<file path="src/rtl/param_fifo_pkg.sv">
// Shared constants and helpers for param_fifo and its testbenches.
package param_fifo_pkg;

  localparam logic RST_VALID = 1'b0;
  localparam logic RST_ERR   = 1'b0;

  // Count must be able to hold DEPTH itself.
  function automatic int unsigned cnt_width(input int unsigned depth);
    return $clog2(depth + 1);
  endfunction

  function automatic int unsigned ptr_width(input int unsigned depth);
    return (depth > 1) ? $clog2(depth) : 1;
  endfunction

  // Pointer increment that wraps at any depth, not only powers of two.
  function automatic int unsigned next_ptr(input int unsigned ptr, input int unsigned depth);
    return (ptr == depth - 1) ? 0 : ptr + 1;
  endfunction

endpackage

</file>
<file path="src/rtl/param_fifo_ram.sv">
// Simple dual-port storage array: synchronous write, registered read, no reset.
module param_fifo_ram import param_fifo_pkg::*; #(
  parameter int unsigned DEPTH      = 220,
  parameter int unsigned DATA_WIDTH = 8
) (
  input  logic                         clk,
  input  logic                         wr_en,
  input  logic [ptr_width(DEPTH)-1:0]  wr_addr,
  input  logic [DATA_WIDTH-1:0]        wr_data,
  input  logic                         rd_en,
  input  logic [ptr_width(DEPTH)-1:0]  rd_addr,
  output logic [DATA_WIDTH-1:0]        rd_data
);

  logic [DATA_WIDTH-1:0] mem [DEPTH];

  always_ff @(posedge clk) begin
    if (wr_en) mem[wr_addr] <= wr_data;
  end

  // Read-before-write: a same-cycle write to rd_addr is not seen until later.
  always_ff @(posedge clk) begin
    if (rd_en) rd_data <= mem[rd_addr];
  end

endmodule

</file>
<file path="src/rtl/param_fifo.sv">
// Parametrised single-clock FIFO with occupancy count and threshold flags.
// Sticky Overflow/Underflow are built only when PARAM_FIFO_ERR_FLAGS_EN is defined.
module param_fifo import param_fifo_pkg::*; #(
  parameter int unsigned DEPTH      = 220,
  parameter int unsigned DATA_WIDTH = 8,
  parameter int unsigned AF_THRESH  = DEPTH - 4,
  parameter int unsigned AE_THRESH  = 4
) (
  input  logic                         clk,
  input  logic                         rst,
  input  logic                         Request,
  input  logic                         Write_Req,
  input  logic                         Data_Valid_In,
  input  logic [DATA_WIDTH-1:0]        Data_In,
  input  logic                         Read_Req,
  output logic [DATA_WIDTH-1:0]        Data_Out,
  output logic                         Data_Valid_Out,
  output logic                         Empty,
  output logic                         Full,
  output logic                         Almost_Empty,
  output logic                         Almost_Full,
  output logic [cnt_width(DEPTH)-1:0]  Count,
  output logic                         Overflow,
  output logic                         Underflow
);

  localparam int unsigned CNT_W = cnt_width(DEPTH);
  localparam int unsigned PTR_W = ptr_width(DEPTH);

  logic [PTR_W-1:0]      wr_ptr_q, rd_ptr_q;
  logic [CNT_W-1:0]      count_q;
  logic                  valid_q;
  logic                  dout_zero_q;
  logic [DATA_WIDTH-1:0] ram_rdata;
  logic                  wa, ra, rd_acc, wr_acc;

  assign Empty        = (count_q == '0);
  assign Full         = (count_q == CNT_W'(DEPTH));
  assign Almost_Empty = (32'(count_q) <= AE_THRESH);
  assign Almost_Full  = (32'(count_q) >= AF_THRESH);
  assign Count        = count_q;

  assign wa     = Request & Write_Req & Data_Valid_In;
  assign ra     = Request & Read_Req;
  assign rd_acc = ra & ~Empty;
  assign wr_acc = wa & (~Full | rd_acc);

  always_ff @(posedge clk) begin
    if (!rst) begin
      wr_ptr_q    <= '0;
      rd_ptr_q    <= '0;
      count_q     <= '0;
      valid_q     <= RST_VALID;
      dout_zero_q <= 1'b1;
    end else begin
      if (wr_acc) wr_ptr_q <= PTR_W'(next_ptr(32'(wr_ptr_q), DEPTH));
      if (rd_acc) rd_ptr_q <= PTR_W'(next_ptr(32'(rd_ptr_q), DEPTH));
      if (wr_acc && !rd_acc)      count_q <= count_q + CNT_W'(1);
      else if (rd_acc && !wr_acc) count_q <= count_q - CNT_W'(1);
      valid_q <= rd_acc;
      if (!Request)    dout_zero_q <= 1'b1;
      else if (rd_acc) dout_zero_q <= 1'b0;
    end
  end

  // The RAM read register holds its word; this mask provides the zeroed output.
  assign Data_Out       = dout_zero_q ? '0 : ram_rdata;
  assign Data_Valid_Out = valid_q;

  param_fifo_ram #(
    .DEPTH      (DEPTH),
    .DATA_WIDTH (DATA_WIDTH)
  ) u_ram (
    .clk     (clk),
    .wr_en   (wr_acc),
    .wr_addr (wr_ptr_q),
    .wr_data (Data_In),
    .rd_en   (rd_acc),
    .rd_addr (rd_ptr_q),
    .rd_data (ram_rdata)
  );

`ifdef PARAM_FIFO_ERR_FLAGS_EN
  logic ovf_q, unf_q;

  always_ff @(posedge clk) begin
    if (!rst) begin
      ovf_q <= RST_ERR;
      unf_q <= RST_ERR;
    end else begin
      if (wa && !wr_acc) ovf_q <= 1'b1;
      if (ra && Empty)   unf_q <= 1'b1;
    end
  end

  assign Overflow  = ovf_q;
  assign Underflow = unf_q;
`else
  assign Overflow  = 1'b0;
  assign Underflow = 1'b0;
`endif

endmodule
</file>
<file path="config.mk">
export PLATFORM = sky130hd
export DESIGN_NAME = param_fifo
export DESIGN_NICKNAME = d
export VERILOG_FILES = /design/src/rtl/param_fifo_pkg.sv /design/src/rtl/param_fifo_ram.sv /design/src/rtl/param_fifo.sv
export SDC_FILE = /design/constraint.sdc
export NUM_CORES = 2
export LEC_CHECK = 0
export BUFFER_PORTS_ARGS = -buffer_cell sky130_fd_sc_hd__buf_2
export CAP_MARGIN = 0
export CORE_ASPECT_RATIO = 1.5
export CORE_MARGIN = 2
export CORE_UTILIZATION = 45
export DETAILED_ROUTE_END_ITERATION = 16
export PLACE_DENSITY = 0.63
export SLEW_MARGIN = 15
export SYNTH_ARGS = -nofsm -noshare
export SYNTH_HDL_FRONTEND = slang
export SYNTH_SLANG_ARGS = --single-unit
</file>
<file path="constraint.sdc">
create_clock -name clk -period 5.1 [get_ports clk]
set_input_delay 0.255 -clock clk [delete_from_list [all_inputs] [get_ports clk]]
set_output_delay 0.255 -clock clk [all_outputs]
set_load 0.03 [all_outputs]
</file>
==> metrics.csv <==
metric;value;unit
cp-end-kind;flop;
rsz0062_at_grt;false;
root_buffer;clkbuf_16;
drt_iter0_drc;3907;
post_cts_buffers;0;
clkSinkCount;1794;
total_power;33.2;mW
required;5810;ps
portBuffers;34;
netlist_area;0.0707;mm^2
ctsResizeCount;0;
final_nets;3569;
skew;25.6;ps
antenna_found_initial;2;
overflow;0;
layout_min_cycle_time;4150;ps
clockBufferDepth;3;
place_area;0.0734;mm^2
grt_max_degree;189;
drc;0;
slew_violations;0;
cts_tree;built;
synth_commonest_cells;edfxtp_1 (1768), mux4_2 (325), nor2_1 (266), mux2i_1 (156), a21oi_1 (77);
drt_wl_total;182;mm
finalSetupViolCount;0;
maxCapViolCount;0;
holdBufCountCts;9;
fin_tns_setup;0;ps
rows;178;
synthToLayoutAreaGrowth;11.2;%
placed_cells;5446;
async_flop_share;0;%
fin_crit_sh;81.4;%
cp_num_buf_inv;3;
finalHoldViolCount;0;
hold_class;in -> reg;
critical_path_class;reg -> reg;
cp_max_fo;18;
core_region_area;0.157;mm^2
synth_cells;3409;
slew_headroom;10.3;%
n_fill_cell;12400;
grt_pass1_vias;35300;
cts.htree.levels;4;
outcome;finished, final reports clean;
synth-edff-count;1768;
power_density;423;mW/mm^2
synth_ff_type;edfxtp_1;
ys_seq_area_share;75.8;%
worstPathArrival;4860;ps
clock.fmax;0.241;GHz
cpMaxStageDelayCell;or4_1;
dieWidth;328;um
final_area;0.0786;mm^2
p_leak;23.8;nW
synth_top_cell_by_area;edfxtp_1;
vias;34800;
multi_input_area;0.0156;mm^2
max_stage_delay;550;ps
firstDrtPassIters;5;
wl_per_cell;31.7;um
path_cells;or4_1 > or4_1 > and3_1 > buf_4 > inv_1 > ha_1 > inv_1 > ha_1 > a21o_1 > a21oi_1 > o21bai_1 > a2111oi_0 > or3_1 > mux2i_1 > mux2i_1;
dp_hpwl;114;mm
critPathTopFamily;simple AND/OR/NAND/NOR gates;
vias_per_cell;6.07;
dieArea;0.160;mm^2
synthMostInstantiatedCell;edfxtp_1;
synth_area_per_cell;20.7;um^2
ys_warn_count;0;
initial_core_util;45.2;%
io_pins;37;
cts_made_buffers;155;
clkTransAtPathRegs;60;ps
grt_pass1_wl;259;mm
netlist.area_leader.share;75.1;%
start_kind;flop;
drive_gt1_share;20.6;%
tightest_slew;1340;ps
ys_seq_elements;1794;
die_y;490;um
clk_latency;790;ps
seqCellArea;0.0536;mm^2
synth.area.top_cells;edfxtp_1 (75%), mux4_2 (10%), mux4_1 (2.7%);
fin_util;50.2;%
track_usage;22.7;%
ys_types;74;
gp_congestion;0.864;
final_cells;5737;
ir_drop;0.343;mV
ant_nets;0;
[cells in the final DEF, fill, tap and decap left out, drive strengths merged, types with 11 or more instances in the layout]
cell    netlist  final
buf         141    174
a221oi       45     45
a22o         16     16
nand2        75     75
a211oi       22     22
clkinv        1     70
and2         11     11
edfxtp     1768   1768
clkbuf       64    181
mux4        398    398
o211ai       19     19
and3         14     14
ha           12     12
mux2i       156    156
nor2b        27     27
a22oi        31     31
o221ai       11     11
dfxtp        26     26
nand3        38     38
nor2        266    266
o22ai        29     29
inv          13     20
bufinv        0     19
a21oi        77     77
o21ai        40     40
[worst paths after layout]
| path | slack (ps) | from | depth (start not counted) | end |
|---|---|---|---|---|
| setup / recovery | 950 | Count[3] | 15 | Count[7] |
| hold / removal | 20 | Data_In[0] | 1 | u_ram.mem[169][0] |
| setup reg to reg | 950 | Count[3] | 15 | Count[7] |
| hold reg to reg | 550 | Count[7] | 2 | Count[7] |
[report_power, final]
group	switching, mW	internal (mW)	leakage, nW
Combinational	2.56	2.30	5.25
Clock	5.32	6.67	2.49
Sequential	0.152	16.2	16.1
[registers in the layout (all words and copies together) (netlist names)]
register and flops:
Count 8, u_ram.rd_data 8, rd_ptr_q 8, u_ram.mem 1760, dout_zero_q 1, wr_ptr_q 8, Data_Valid_Out 1
[area by class of cell]
cell class | count | share of cell area (%)
antenna | 1 | 0.00318
clock buffer | 181 | 5.14
clock inverter | 100 | 1.36
inverter | 14 | 0.0668
multi-input combinational | 1394 | 19.8
sequential | 1794 | 68.2
tap | 2070 | 3.29
timing repair buffer | 183 | 2.08
[logic make-up (layout without fill, tap and decap cells)]
family,after synthesis,after routing,synth area share [%]
AO/OA/AOI/OAI,333,333,3.31
buffers and inverters,222,478,2.20
other,1,3,0.00530
AND/OR/NAND/NOR,469,469,2.88
flip-flops,1794,1794,75.8
XOR/XNOR,17,17,0.211
adder cells (fa/ha/maj),13,13,0.241
multiplexers,560,560,15.4
[layer usage]
metal	up-vias	part of all wire (%)	global-route usage [%]
li1	14500	-	-
met5	-	0	0
met2	1454	52	39.6
met4	0	4.8	10.3
met3	332	6.2	3.48
met1	18600	37	27.8
[stage by stage]
step | setup slack (ps) | hold slack, ps
after floorplan | 1160 | 344
after global placement | 889 | 491
after detailed placement | 1000 | 500
after CTS | 983 | 25.5
after global routing | 630 | 16.1
final | 949 | 23.3
Power figures use the tool's default switching activity.
